File: src/rtl/mul_share_arb_pkg.sv
// Shared constants and types for the mul_share_arb slice.
//   LUT_LAT  : pipeline depth of mul_lut (registered operands to y)
//   OP_W     : signed operand width
//   PROD_W   : signed product width
//   tag_t    : per-pair tag {valid, last, id} travelling beside the multiplier
package mul_share_arb_pkg;

    localparam int LUT_LAT  = 5;
    localparam int OP_W     = 8;
    localparam int PROD_W   = 16;
    // Sized for the largest supported requester count (8).
    localparam int TAG_ID_W = 3;

    typedef struct packed {
        logic                valid;
        logic                last;
        logic [TAG_ID_W-1:0] id;
    } tag_t;

endpackage

File: src/rtl/mul_lut.sv
// Pipelined signed 8x8 multiplier with a fixed latency.
// Operands are captured on an edge; their product appears on y LAT edges later.
// Data registers carry no reset; consumers qualify y with their own valid tag.
//   clk : clock
//   a   : signed operand
//   b   : signed operand
//   y   : signed product, delayed by LAT cycles after operand capture
module mul_lut
    import mul_share_arb_pkg::*;
#(
    parameter int LAT = LUT_LAT
) (
    input  logic                     clk,
    input  logic signed [OP_W-1:0]   a,
    input  logic signed [OP_W-1:0]   b,
    output logic signed [PROD_W-1:0] y
);

    logic signed [OP_W-1:0]   a_r;
    logic signed [OP_W-1:0]   b_r;
    logic signed [PROD_W-1:0] pipe_r [LAT];

    // Operand capture and product delay line.
    always_ff @(posedge clk) begin
        a_r       <= a;
        b_r       <= b;
        pipe_r[0] <= PROD_W'(a_r) * PROD_W'(b_r);
        for (int i = 1; i < LAT; i++) begin
            pipe_r[i] <= pipe_r[i-1];
        end
    end

    assign y = pipe_r[LAT-1];

endmodule

File: src/rtl/mul_share_arb_rr_arbiter.sv
// Combinational round-robin arbiter.
// The search starts at ptr+1 (mod NREQ); the first asserted request wins.
//   req   : request vector
//   ptr   : index of the most recent winner
//   grant : one-hot winner, zero when no request
//   idx   : encoded winner index (0 when no request)
//   any   : at least one request asserted
module mul_share_arb_rr_arbiter #(
    parameter int NREQ  = 4,
    parameter int IDX_W = $clog2(NREQ)
) (
    input  logic [NREQ-1:0]  req,
    input  logic [IDX_W-1:0] ptr,
    output logic [NREQ-1:0]  grant,
    output logic [IDX_W-1:0] idx,
    output logic             any
);

    // Rotating priority search beginning just past the last winner.
    always_comb begin
        grant = '0;
        idx   = '0;
        any   = 1'b0;
        for (int off = 1; off <= NREQ; off++) begin
            if (!any && req[(int'(ptr) + off) % NREQ]) begin
                any                                = 1'b1;
                idx                                = IDX_W'((int'(ptr) + off) % NREQ);
                grant[(int'(ptr) + off) % NREQ]    = 1'b1;
            end else begin
                any = any;
            end
        end
    end

endmodule

File: src/rtl/mul_share_arb.sv
// Shares one pipelined signed multiplier among NREQ requesters and forms
// per-requester dot-product sums, emitted when a pair marked last retires.
//   clk       : clock
//   rstn      : synchronous active-low reset
//   req_valid : per-requester operand valid
//   req_ready : per-requester grant (one-hot or zero)
//   req_w     : signed weights, requester i at [8i+7:8i]
//   req_x     : signed activations, same packing
//   req_last  : pair closes the requester's accumulation group
//   out_valid : one-cycle pulse, group sum valid
//   out_id    : requester owning out_sum
//   out_sum   : signed group sum (wraps at ACC_W)
//   busy      : any tag stage holds a valid pair
module mul_share_arb
    import mul_share_arb_pkg::*;
#(
    parameter int NREQ    = 4,
    parameter int ACC_W   = 32,
    parameter int MUL_LAT = LUT_LAT
) (
    input  logic                      clk,
    input  logic                      rstn,
    input  logic [NREQ-1:0]           req_valid,
    output logic [NREQ-1:0]           req_ready,
    input  logic [NREQ*OP_W-1:0]      req_w,
    input  logic [NREQ*OP_W-1:0]      req_x,
    input  logic [NREQ-1:0]           req_last,
    output logic                      out_valid,
    output logic [$clog2(NREQ)-1:0]   out_id,
    output logic signed [ACC_W-1:0]   out_sum,
    output logic                      busy
);

    localparam int IDX_W = $clog2(NREQ);

    logic [IDX_W-1:0]          rr_ptr_r;
    logic [NREQ-1:0]           grant_s;
    logic [IDX_W-1:0]          win_idx_s;
    logic                      win_any_s;
    logic signed [OP_W-1:0]    w_s;
    logic signed [OP_W-1:0]    x_s;
    logic signed [PROD_W-1:0]  y_s;
    // Stage 0 lines up with mul_lut operand capture, stage MUL_LAT with y.
    tag_t                      tag_r [MUL_LAT+1];
    tag_t                      ret_s;
    logic [IDX_W-1:0]          ret_id_s;
    logic signed [ACC_W-1:0]   p_s;
    logic signed [ACC_W-1:0]   sum_s;
    logic signed [ACC_W-1:0]   acc_r [NREQ];
    logic                      out_valid_r;
    logic [IDX_W-1:0]          out_id_r;
    logic signed [ACC_W-1:0]   out_sum_r;
    logic                      busy_s;

    mul_share_arb_rr_arbiter #(
        .NREQ  (NREQ),
        .IDX_W (IDX_W)
    ) u_arb (
        .req   (req_valid),
        .ptr   (rr_ptr_r),
        .grant (grant_s),
        .idx   (win_idx_s),
        .any   (win_any_s)
    );

    // A grant is always a transfer: grants only go to valid requesters.
    assign req_ready = grant_s;
    assign w_s       = req_w[int'(win_idx_s)*OP_W +: OP_W];
    assign x_s       = req_x[int'(win_idx_s)*OP_W +: OP_W];

    mul_lut #(
        .LAT (MUL_LAT)
    ) u_mul (
        .clk (clk),
        .a   (w_s),
        .b   (x_s),
        .y   (y_s)
    );

    // Round-robin pointer follows the most recent transfer.
    always_ff @(posedge clk) begin
        if (!rstn) begin
            rr_ptr_r <= IDX_W'(NREQ - 1);
        end else if (win_any_s) begin
            rr_ptr_r <= win_idx_s;
        end else begin
            rr_ptr_r <= rr_ptr_r;
        end
    end

    // Tag pipeline shifting in lock-step with the multiplier.
    always_ff @(posedge clk) begin
        if (!rstn) begin
            for (int i = 0; i <= MUL_LAT; i++) begin
                tag_r[i] <= '0;
            end
        end else begin
            tag_r[0].valid <= win_any_s;
            tag_r[0].last  <= req_last[win_idx_s];
            tag_r[0].id    <= TAG_ID_W'(win_idx_s);
            for (int i = 1; i <= MUL_LAT; i++) begin
                tag_r[i] <= tag_r[i-1];
            end
        end
    end

    // Busy reflects pairs in flight only, not open groups.
    always_comb begin
        busy_s = 1'b0;
        for (int i = 0; i <= MUL_LAT; i++) begin
            busy_s = busy_s | tag_r[i].valid;
        end
    end

    assign ret_s    = tag_r[MUL_LAT];
    assign ret_id_s = IDX_W'(ret_s.id);
    assign p_s      = {{(ACC_W-PROD_W){y_s[PROD_W-1]}}, y_s};
    assign sum_s    = acc_r[ret_id_s] + p_s;

    // Accumulate retiring products; a last pair emits the sum and clears its accumulator.
    always_ff @(posedge clk) begin
        if (!rstn) begin
            for (int i = 0; i < NREQ; i++) begin
                acc_r[i] <= '0;
            end
            out_valid_r <= 1'b0;
            out_id_r    <= '0;
            out_sum_r   <= '0;
        end else if (ret_s.valid) begin
            if (ret_s.last) begin
                out_sum_r        <= sum_s;
                out_id_r         <= ret_id_s;
                out_valid_r      <= 1'b1;
                acc_r[ret_id_s]  <= '0;
            end else begin
                acc_r[ret_id_s]  <= sum_s;
                out_valid_r      <= 1'b0;
            end
        end else begin
            out_valid_r <= 1'b0;
        end
    end

    assign out_valid = out_valid_r;
    assign out_id    = out_id_r;
    assign out_sum   = out_sum_r;
    assign busy      = busy_s;

endmodule

File: config.mk
export PLATFORM = sky130hd
export DESIGN_NAME = mul_share_arb
export DESIGN_NICKNAME = d
export VERILOG_FILES = /design/src/rtl/mul_share_arb_pkg.sv /design/src/rtl/mul_lut.sv /design/src/rtl/mul_share_arb_rr_arbiter.sv /design/src/rtl/mul_share_arb.sv
export SDC_FILE = /design/constraint.sdc
export NUM_CORES = 1
export LEC_CHECK = 0
export CORE_MARGIN = 5
export CORE_UTILIZATION = 50
export DETAILED_ROUTE_END_ITERATION = 6
export HOLD_SLACK_MARGIN = 0.12
export PLACE_DENSITY = 0.72
export SYNTH_ARGS = -nofsm -noshare
export SYNTH_HDL_FRONTEND = slang
export SYNTH_HIERARCHICAL = 1
export SYNTH_SLANG_ARGS = --single-unit
export TNS_END_PERCENT = 100
File: constraint.sdc
create_clock -name clk -period 4.4 [get_ports clk]
set_clock_uncertainty 0.1 [all_clocks]
set_input_delay 0.88 -clock clk [delete_from_list [all_inputs] [get_ports clk]]
set_output_delay 0.88 -clock clk [all_outputs]
set_load 0.01 [all_outputs]
### Word-level counts from Yosys, hierarchy flattened

Memory sizes are Yosys's and may differ from the RTL's.
Index checks and enable logic that the tools add are counted.

| word-level totals | value |
|---|---|
| bits in registers | 53 |
| memory bits (writable) | 238 |
| bits of input ports | 74 |
| output and inout port bits | 40 |
| logic and storage cells | 119 |
| memories | 3 |

| cells by class | value |
|---|---|
| $add $sub $neg | 5 |
| $mul | 1 |
| $lt $le $gt $ge | 9 |
| shift-type cells | 2 |
| multiplexer cells | 56 |
| bitwise gates (word level) | 21 |
| reductions and logical operators | 16 |

Memory list:

| name | depth | bits a word | rd ports | clocked after Yosys merged registers in | write ports | RTL line | text |
|---|---|---|---|---|---|---|---|
| acc_r | 4 | 32 | 1 | 0 | 4 | mul_share_arb.sv:49 | `logic signed [ACC_W-1:0] acc_r [NREQ];` |
| u_mul.pipe_r | 5 | 16 | 5 | 0 | 5 | mul_lut.sv:21 | `logic signed [PROD_W-1:0] pipe_r [LAT];` |
| tag_r | 6 | 5 | 6 | 0 | 6 | mul_share_arb.sv:44 | `tag_t tag_r [MUL_LAT+1];` |

Operator list:

| kind | number |
|---|---|
| 32-bit two-way mux | 2 |
| 32-bit by 6-bit indexed part select with 8-bit output | 2 |
| 32-bit by 16-bit adder with 32-bit output | 1 |
| 32-bit OR reduction | 1 |
| 1-bit two-way mux | 30 |
| 5-bit two-way mux | 5 |
| 3-bit by 4-bit < comparator with 1-bit output, second input constant | 4 |
| 8-bit by 8-bit multiplier with 16-bit output | 1 |
| 4-bit two-way mux | 4 |
| 1-bit bitwise OR | 14 |
| 3-bit by 1-bit greater-or-equal comparator with 1-bit output, second input constant | 4 |
| 4-bit bitwise OR | 3 |
| 1-bit binary-select mux with 2-bit select | 5 |
| 2-bit two-way mux | 5 |
| 1-bit demux with 2-bit select | 4 |
| 2-bit OR reduction | 4 |
| 1-bit logical AND | 7 |
| 2-bit by 1-bit adder with 2-bit output, second input constant | 2 |
| 2-bit adder, second input constant | 2 |
| 1-bit bitwise AND, first input constant | 4 |
| 1-bit logical NOT | 3 |
| 2-bit by 3-bit < comparator with 1-bit output, second input constant | 1 |
| 3-bit two-way mux | 1 |
| 2-bit AND reduction | 1 |

### Longest topological paths before layout

Gate-level depths: netlist of run 1.

| depth | value |
|---|---|
| depth in word-level cells | 19 |
| depth in mapped cells | 17 |
| mapped depth without buffers | 17 |

### Cells and area by module

The synthesis of run 1 kept the hierarchy.

By module, submodules not included:

| module | instances | cells an instance | area an instance (um^2) | seq. area each (um^2) |
|---|---|---|---|---|
| mul_share_arb | 1 | 812 | 9,554.2 | 5,064.9 |
| mul_lut | 1 | 400 | 4,573.1 | 1,921.8 |
| mul_share_arb_rr_arbiter | 1 | 86 | 629.4 | 0.0 |

### Worst setup path after synthesis of run 1

No wires, ideal clock.

| path | value |
|---|---|
| kind | register to register |
| start | memory tag_r[0][24] (netlist name) |
| end | memory acc_r[1][26], data pin |
| library setup time | 265 ps |
| arrival time | 4,099 ps |
| data required time | 4,035 ps |
| slack | -64 ps |
| stages on the path, launching flop included | 14 |
| buffers on the path | 2 |
| clock period less this slack | 4,464 ps |
| cells stage by stage | dfxtp_1 -> clkbuf_1 -> clkbuf_1 -> mux4_2 -> ha_1 -> fa_1 -> a21o_1 -> a221oi_4 -> o21ai_2 -> a211o_2 -> a221o_2 -> a31oi_4 -> xor2_2 -> nor2_1 |

RTL lines:

| item | RTL line |
|---|---|
| from (decl) | mul_share_arb.sv:44 |
| to (decl) | mul_share_arb.sv:49 |

==> results.tsv, run 1 <==
stage	metric	value	unit
clock_tree	cts_num_sinks	285	
timing	hold_violations	0	
timing	slew_headroom	34.4	%
worst_setup_path	path_max_fanout	8	
clock_tree	cts_made_buffers	29	
synth	yosys-top-cells-count	157 x dfxtp_1, 136 x nor2_1, 128 x edfxtp_1	
drt	routedWlPerCell	17.2	um
clock_tree	clock_path_buffers	3	
worst_setup_path	worst_setup_path_end_kind	flop	
synth	synth_top_cell_area_share	26.0	%
finish	drive_above_1_share	12.9	%
floorplan	pin_count	114	
finish	fin_util	60.0	%
synth	ys_seq_area_share	47.3	%
synth	synth_ff_type	dfxtp_1	
clock_tree	clk_latency	0.54	ns
synth	yosysTopAreaCell	edfxtp_1	
synth	syn_area	14800	um^2
clock_tree	tritoncts	yes	
synth	syn_nets	1496	
timing	worst_pin_slew	0.982	ns
drt	firstDrtPassIters	5	
place	dp_hpwl	22.8	mm
global_route	grt_use_met3	3.14	%
finish	nets	1603	
clock_tree	ctsHoldBuffers	0	
floorplan	start_util	51.0	%
drt	num_vias	9871	
synth	synth-edff-count	128	
synth	synth_cells	1298	
global_route	use_met2	32.3	%
clock_tree	cts_root_buffer	clkbuf_16	
synth	synth-seq-cells	285	
timing	rsz0062_at_grt	yes	
global_route	grt_util_met1	25.1	%
global_route	grt_pass1_vias	10150	
finish	fill_cells	2317	
synth	yosysMostFrequentCell	dfxtp_1	
drt	drc	0	
synth	synth_cell_types	82	
place	place.gp.congestion	0.945	
global_route	track_usage	18.8	%
worst_setup_path	path_class	flop to flop	
place	io_buffers	113	
floorplan	coreArea	28900	um^2
drt	drtIter0Drc	552	
global_route	grt-ovfl-total	0	
global_route	antenna_found_initial	0	
timing	maxSlewViolCount	0	
outcome	status	finished, final reports clean	
timing	min_period	4.24	ns
floorplan	design.die.area	33000	um^2
worst_setup_path	crit_required	4.78	ns
clock_tree	clkTransAtPathRegs	0.06	ns
clock_tree	cts_resized	0	
job	cap_violations	0	
clock_tree	postCtsSetupRepairBufs	0	
drt	viasPerCell	5.45	
synth	async_reset_ff_share	0	%
synth	yosys_warnings	6	
global_route	grt_pass1_wl	51.3	mm
timing	max_freq	236	MHz
global_route	grt_max_degree	75	
floorplan	num_rows	62	
timing	period_share	96.4	%
finish	antenna_cells	0	
worst_setup_path	startpoint_type	flop	
worst_hold_path	hp-class	flop to flop	
floorplan	dieHeight	182	um
drt	wl	31.2	mm
floorplan	die_w	182	um
timing	setup_violations	0	
synth	synth_area_leaders	edfxtp_1 26%, dfxtp_1 21%, mux4_2 7.8%	
global_route	grt.busiest_layer	met2	
synth	avgSynthCellArea	11.4	um^2
finish	area_growth	17.7	%
worst_setup_path	arrival	4.62	ns
drt	postRouteAntennaNets	0	
clock_tree	cts_max_level	1	
==> layout by cell type (no fill, tap or decap), drive strengths merged, types with 40 or more instances in the layout <==
cell	count
nand2	91
edfxtp	128
inv	114
dfxtp	157
buf	40
clkbuf	40
clkdlybuf4s50	112
fa	56
ha	68
mux4	51
a21oi	49
and2	87
nor2	136
==> cells by family after synthesis <==
kind of cell	synth area share (%)
multiplexers	8.34
buffers and inverters	5.34
XOR/XNOR	2.65
flip-flops	47.3
adder cells (fa/ha/maj)	13.4
AND/OR/NAND/NOR	13.8
AO/OA/AOI/OAI	9.15
==> final timing paths <==
| check | startpoint | endpoint | slack, ns | depth (start not counted) |
|---|---|---|---|---|
| worst min-delay path | u_mul/pipe_r[0][42] | u_mul/pipe_r[0][58] | 0.22 | 0 |
| worst min register to register | u_mul/pipe_r[0][42] | u_mul/pipe_r[0][58] | 0.22 | 0 |
| worst max register to register | u_mul/a_r[3] | u_mul/pipe_r[0][11] | 0.16 | 15 |
| worst max-delay path | u_mul/a_r[3] | u_mul/pipe_r[0][11] | 0.16 | 15 |
==> per-layer routing <==
metal | vias to the layer above | part of all wire, %
met2 | 326 | 48
met3 | 43 | 6.7
li1 | 4712 | -
met5 | - | 0
met4 | 0 | 2.2
met1 | 4790 | 43
==> area by class of cell <==
cell class	instances	area, um^2	share of cell area, %
clock buffer	40	915	5.27
clock inverter	14	95.1	0.548
inverter	109	409	2.36
multi-input combinational	828	7020	40.4
sequential	285	6990	40.3
tap	384	480	2.77
timing repair buffer	152	1460	8.39
==> flip-flops by register name, summed over array words and instances (netlist names) <==
signal,cells
acc_r,128
out_valid,1
u_mul/pipe_r,80
out_id,2
u_mul/b_r,8
tag_r,24
out_sum,32
rr_ptr_r,2
u_mul/a_r,8
==> stage by stage <==
stage	std cells	setup slack, ns	instance area [um^2]	TNS (ns)	hold WS [ns]
after floorplan	1298	0.0304	14800	0	0.210
after global placement	1758	0.126	16300	0	0.210
after detailed placement	1758	0.0760	16300	0	0.212
after CTS	1812	0.0785	17300	0	0.223
after global routing	1812	-0.00885	17400	-0.00885	0.231
final	1812	0.159	17400	0	0.223
==> worst max-delay path, stage by stage, from the launching register on <==
cell and delay (ns):
dfxtp_1 0.37, and2_1 0.18, fa_1 0.54, inv_1 0.05
fa_1 0.47, inv_1 0.05, fa_1 0.52, inv_1 0.05
fa_1 0.52, inv_1 0.04, ha_2 0.31, a21o_1 0.18
a21oi_2 0.19, a21boi_1 0.12, or4_1 0.40, nand3_1 0.08
Power of run 1 is not shown: default switching activity piles up to over one toggle a cycle in this logic, so the estimate is an artifact.
==> run 2: changes to the inputs <==
--- a/config.mk
+++ b/config.mk
@@ -5,11 +5,13 @@
 export SDC_FILE = /design/constraint.sdc
 export NUM_CORES = 1
 export LEC_CHECK = 0
+export CELL_PAD_IN_SITES_DETAIL_PLACEMENT = 0
+export CELL_PAD_IN_SITES_GLOBAL_PLACEMENT = 1
 export CORE_MARGIN = 5
-export CORE_UTILIZATION = 50
+export CORE_UTILIZATION = 43
 export DETAILED_ROUTE_END_ITERATION = 6
 export HOLD_SLACK_MARGIN = 0.12
-export PLACE_DENSITY = 0.72
+export PLACE_DENSITY = 0.76
 export SYNTH_ARGS = -nofsm -noshare
 export SYNTH_HDL_FRONTEND = slang
 export SYNTH_HIERARCHICAL = 1
==> constraint.sdc (replaced) <==
create_clock -name clk -period 3.75 [get_ports clk]
set_clock_uncertainty 0.1 [all_clocks]
set_input_delay 0.75 -clock clk [delete_from_list [all_inputs] [get_ports clk]]
set_output_delay 0.75 -clock clk [all_outputs]
set_load 0.01 [all_outputs]
==> results.tsv, run 2 (same netlist as run 1, synthesis figures left out) <==
stage	metric	value	unit
outcome	status	finished, violations left	
outcome	violations	negative setup slack	
floorplan	design.die.area	38100	um^2
floorplan	pin_count	114	
clock_tree	clkTransAtPathRegs	0.06	ns
timing	maxSlewViolCount	0	
finish	top_register	acc_r	
floorplan	num_rows	67	
timing	worst_pin_slew	0.839	ns
job	cap_violations	0	
worst_setup_path	arrival	4.40	ns
timing	setup_violations	12	
finish	nets	1759	
timing	hold_violations	0	
worst_setup_path	crit_path_max_incr_delay	0.53	ns
worst_setup_path	startpoint_type	flop	
place	place.gp.congestion	0.818	
timing	max_freq	249	MHz
place	dp_slack	-0.395	ns
global_route	grt_max_degree	75	
worst_hold_path	min_from	u_mul/pipe_r[0][4]	
clock_tree	cts_num_sinks	285	
worst_setup_path	crit_required	4.13	ns
drt	wl	33.4	mm
timing	hold_slack	0.216	ns
finish	final_common_cell	buf_4	
global_route	grt-ovfl-total	0	
worst_setup_path	path_cells	and2_4 -> fa_1 -> inv_1 -> fa_1 -> inv_2 -> fa_1 -> inv_1 -> fa_1 -> inv_2 -> ha_4 -> a21o_1 -> a21oi_4 -> a21boi_2 -> or4_1 -> nand3_1	
worst_hold_path	whs_endpoint	u_mul/pipe_r[0][20]	
global_route	antenna_found_initial	0	
global_route	grt_pass1_vias	10569	
drt	drtIter0Drc	490	
drt	postRouteAntennaNets	0	
timing	setup_ws	-0.263	ns
place	io_buffers	113	
worst_setup_path	path_class	flop to flop	
floorplan	start_util	43.8	%
worst_setup_path	cpLargestDelayFamily	adder cells	
clock_tree	tritoncts	yes	
clock_tree	cts_made_buffers	29	
worst_hold_path	min_delay_path_depth	0	
finish	fin_util	57.2	%
worst_setup_path	r2r_end	u_mul/pipe_r[0][11]	
finish	largest_reg_flops	128	
worst_setup_path	path_max_fanout	6	
place	place_area	17500	um^2
worst_setup_path	cp_slowest_cell	fa_1	
finish	area_growth	30.7	%
worst_setup_path	rr_startpoint	u_mul/b_r[4]	
global_route	track_usage	17.1	%
clock_tree	clk_latency	0.55	ns
drt	routedWlPerCell	16.5	um
worst_hold_path	hp-class	flop to flop	
global_route	grt_pass1_wl	54.1	mm
clock_tree	cts_max_level	1	
finish	antenna_cells	0	
worst_setup_path	ff2ff_path_depth	15	
drt	firstDrtPassIters	5	
drt	drc	0	
floorplan	die_w	195	um
drt	num_vias	10383	
floorplan	dieHeight	195	um
worst_setup_path	worst_setup_path_end_kind	flop	
timing	min_period	4.01	ns
finish	layout_common_cells	173 x buf_4, 141 x dfxtp_1, 129 x nor2_1	
worst_setup_path	path_buf_inv	4	
place	dp_hpwl	24.5	mm
floorplan	coreArea	33700	um^2
worst_setup_path	ff2ff_setup_slack	-0.26	ns
worst_setup_path	crit_top_cell	fa_1	
finish	drive_above_1_share	26.9	%
drt	viasPerCell	5.11	
clock_tree	cts_root_buffer	clkbuf_16	
timing	period_share	107	%
timing	slew_headroom	43.9	%
timing	rsz0062_at_grt	yes	
clock_tree	clock_path_buffers	3	
finish	fin_area	19300	um^2
## run 2: cell count changes in the layout (fill, tap and decap cells not counted), sizes merged
cell           delta
buf             +155
bufinv            +2
clkbuf            +3
clkdlybuf4s15     +2
clkdlybuf4s50     -6
clkinv            -3
clkinvlp          +1
dlygate4sd2       +3
inv               -2
mux4              +1
## run 2: worst max-delay path by stage
| stage | from | endpoint | cells past startpoint |
|---|---|---|---|
| after global routing | u_mul/b_r[4] | u_mul/pipe_r[0][11] | 15 |
| final | u_mul/b_r[4] | u_mul/pipe_r[0][11] | 15 |
| after CTS | u_mul/b_r[4] | u_mul/pipe_r[0][11] | 15 |
| after floorplan | u_mul/b_r[4] | u_mul/pipe_r[0][15] | 15 |
| after detailed placement | u_mul/a_r[2] | u_mul/pipe_r[0][14] | 14 |
| after global placement | u_mul/a_r[2] | u_mul/pipe_r[0][15] | 14 |
## run 2: layout make-up
type	instances	area, um^2
Fill cell	2825	14400
Multi-Input combinational cell	829	7560
Sequential cell	285	7030
Timing Repair Buffer	307	2730
Clock buffer	42	872
Tap cell	448	561
Inverter	109	409
Clock inverter	12	123
## run 2: metal layers
| layer | GRT usage, % | up-vias | wire [um] |
|---|---|---|---|
| met4 | 3.47 | 0 | 645 |
| met1 | 23.4 | 5021 | 14700 |
| met3 | 2.83 | 43 | 2010 |
| li1 | - | 5023 | - |
| met2 | 29.1 | 296 | 16100 |
| met5 | 0 | - | 0 |
## run 2: what timing repair did
action                                  CTS  global route
pin swaps                                22            36
endpoints found under the setup margin   57            61
hold buffers                              0             0
gates cloned                              1             0
hold endpoints to repair                  0             0
gates resized for setup                  45            88
setup buffers                             9            14
## run 2: stage by stage
step | cells | TNS [ns]
after detailed placement | 1954 | -7.92
after global routing | 2032 | -3.91
after global placement | 1954 | -7.29
final | 2032 | -1.40
after CTS | 2018 | -1.79
after floorplan | 1298 | -0.851
Power of run 2 is left out for the same reason.
==> run 3: changes to the inputs <==
--- a/config.mk
+++ b/config.mk
@@ -5,6 +5,7 @@
 export SDC_FILE = /design/constraint.sdc
 export NUM_CORES = 1
 export LEC_CHECK = 0
+export ABC_CLOCK_PERIOD_IN_PS = 3750
 export CELL_PAD_IN_SITES_DETAIL_PLACEMENT = 0
 export CELL_PAD_IN_SITES_GLOBAL_PLACEMENT = 1
 export CORE_MARGIN = 5
==> results of run 3 <==
No change in the layout: final DEF, timing and power equal those of run 2.
Power of run 3 is left out for the same reason.
==> patch (config.mk and constraints of run 3) <==
`NREQ` is set to 4 in 2 places; all go to 16.
--- a/src/rtl/mul_share_arb_rr_arbiter.sv
+++ b/src/rtl/mul_share_arb_rr_arbiter.sv
@@ -6,7 +6,7 @@
 //   idx   : encoded winner index (0 when no request)
 //   any   : at least one request asserted
 module mul_share_arb_rr_arbiter #(
-    parameter int NREQ  = 4,
+    parameter int NREQ  = 16,
     parameter int IDX_W = $clog2(NREQ)
 ) (
     input  logic [NREQ-1:0]  req,
--- a/src/rtl/mul_share_arb.sv
+++ b/src/rtl/mul_share_arb.sv
@@ -14,7 +14,7 @@
 module mul_share_arb
     import mul_share_arb_pkg::*;
 #(
-    parameter int NREQ    = 4,
+    parameter int NREQ    = 16,
     parameter int ACC_W   = 32,
     parameter int MUL_LAT = LUT_LAT
 ) (
Ports: changed (6 resized); port bits go from 114 to 344. The function was not compared with the original's and may differ.
==> patch against run 3 <==
The flow still finishes with violations (negative setup slack); wire length rose to 3.2 times the old value; sequential cell count up 137; maximum frequency fell by 20%; non-clock buffer count rose by 705; final area increased by 110%; setup slack got worse by 1000 ps; area after synthesis up 78%; first-iteration DRC count grew to 4.1 times the old value; critical endpoint is now u_mul/b_r[0]$_DFF_P_; largest cell class unchanged; highest routed layer unchanged.
Power is left out: the tool's default activity adds up to more than one toggle a clock period on the data nets, which glitch-free logic cannot reach.
==> patch: results (changes against run 3) <==
* Ranking of synthesized cells by area: edfxtp_1 (29%), mux4_2 (15%), dfxtp_1 (13%) (was edfxtp_1 (26%), dfxtp_1 (21%), mux4_2 (7.8%))
* Met2 routed WL at 53.6 mm (was 16.1 mm)
* WL met1 at 37.2 mm (was 14.7 mm)
* # clk buffers at 64 (was 42)
* Clk_lat worst skew at 600 ps (was 550 ps)
* First-pass GRT wire length at 154 mm (was 54.1 mm)
* Syn nets at 2778 (was 1496)
* DP Area at 34500 µm² (was 17500 µm²)
* Post-place setup slack at -1970 ps (was -395 ps)
* Fillers at 4592 (was 2825)
* CTS Buf Count at 45 (was 29)
* Min-Delay Endpoint: u_mul/pipe_r[0][57]$_DFF_P_ (was u_mul/pipe_r[0][20]$_DFF_P_)
* Hold_ws at 221 ps (was 216 ps)
* Final Setup Violations at 71 (was 12)
* Number of flip-flops under the largest register name at 256 (was 128)
* Register Area at 11100 µm² (was 7030 µm²)
* Detailed Route WL at 106 mm (was 33.4 mm)
* Clk sinks at 422 (was 285)
* # H-tree levels at 2 (was 1)
* Post-route setup TNS at -45340 ps (was -1400 ps)
* Buffers on Ports at 342 (was 113)
* Syn Area/Cell at 11.1 µm² (was 11.4 µm²)
* Multi-In Gates at 1655 (was 829)
* Failing checks: negative setup slack (unchanged)
* Total Routing Usage GR at 0.305 (was 0.171)
* Inverters at 114 (was 109)
* Postcts setup bufs at 88 (was 9)
* Relative slew slack at 0.0910 (was 0.439)
* Wire length on met3 at 7.62 mm (was 2.01 mm)
* Share of layout cells above drive strength 1 at 0.409 (was 0.269)
* WL/cell at 25.8 µm (was 16.5 µm)
* Setup ws final at -1290 ps (was -263 ps)
* Status: finished, violations left (unchanged)
* DRT iter0 DRCs at 2009 (was 490)
* Delay of the slowest critical-path stage at 480 ps (was 530 ps)
* Reg2reg path depth at 21 (was 15)
* Largest net degree at the start of global routing at 44 (was 75)
* Crit-path leading delay family: multiplexers (was adder cells)
* Crit Path Max Fanout at 8 (was 6)
* Number of diodes at 16 (was 0)
* Critical path origin: rr_ptr_r[1]$_SDFFE_PN1P_ (was u_mul/b_r[4]$_DFF_P_)
* Clock-cell share of area at 0.0379 (was 0.0516)
* Non-clock buffer share at 0.237 (was 0.142)
* Dpl cells at 3855 (was 1954)
* GP Congestion at 0.979 (was 0.818)
* Bufs w/o clock at 1012 (was 307)
* Hold path start: u_mul/pipe_r[0][41]$_DFF_P_ (was u_mul/pipe_r[0][4]$_DFF_P_)
* Fraction of area in multi-input gates at 0.409 (was 0.392)
* Sequential share of the synthesized area at 0.420 (was 0.473)
* Crit path arrival time at 5400 ps (was 4400 ps)
## patch: changes by cell type in the layout (fill, tap and decap cells not counted), moves of 31 or more
| cell | delta |
|---|---|
| buf_4 | +373 |
| clkdlybuf4s50_1 | +216 |
| nor2_1 | +135 |
| edfxtp_1 | +128 |
| mux4_2 | +125 |
| nand2_1 | +78 |
| buf_6 | +61 |
| nand3_1 | +31 |
## patch: routing by layer
metal	global-route usage	vias up
li1	-	10600
met1	0.352	11900
met2	0.542	1181
met3	0.0486	306
met4	0.169	0
met5	0	-
## patch: logic make-up after synthesis
family | after synthesis | share of synthesized area
simple gates | 861 | 0.157
other cells | 1 | 0.000143
buf+inv | 280 | 0.0460
flops | 422 | 0.420
compound gates | 367 | 0.100
xor+xnor | 50 | 0.0189
fa+ha+maj | 132 | 0.0790
mux | 243 | 0.179
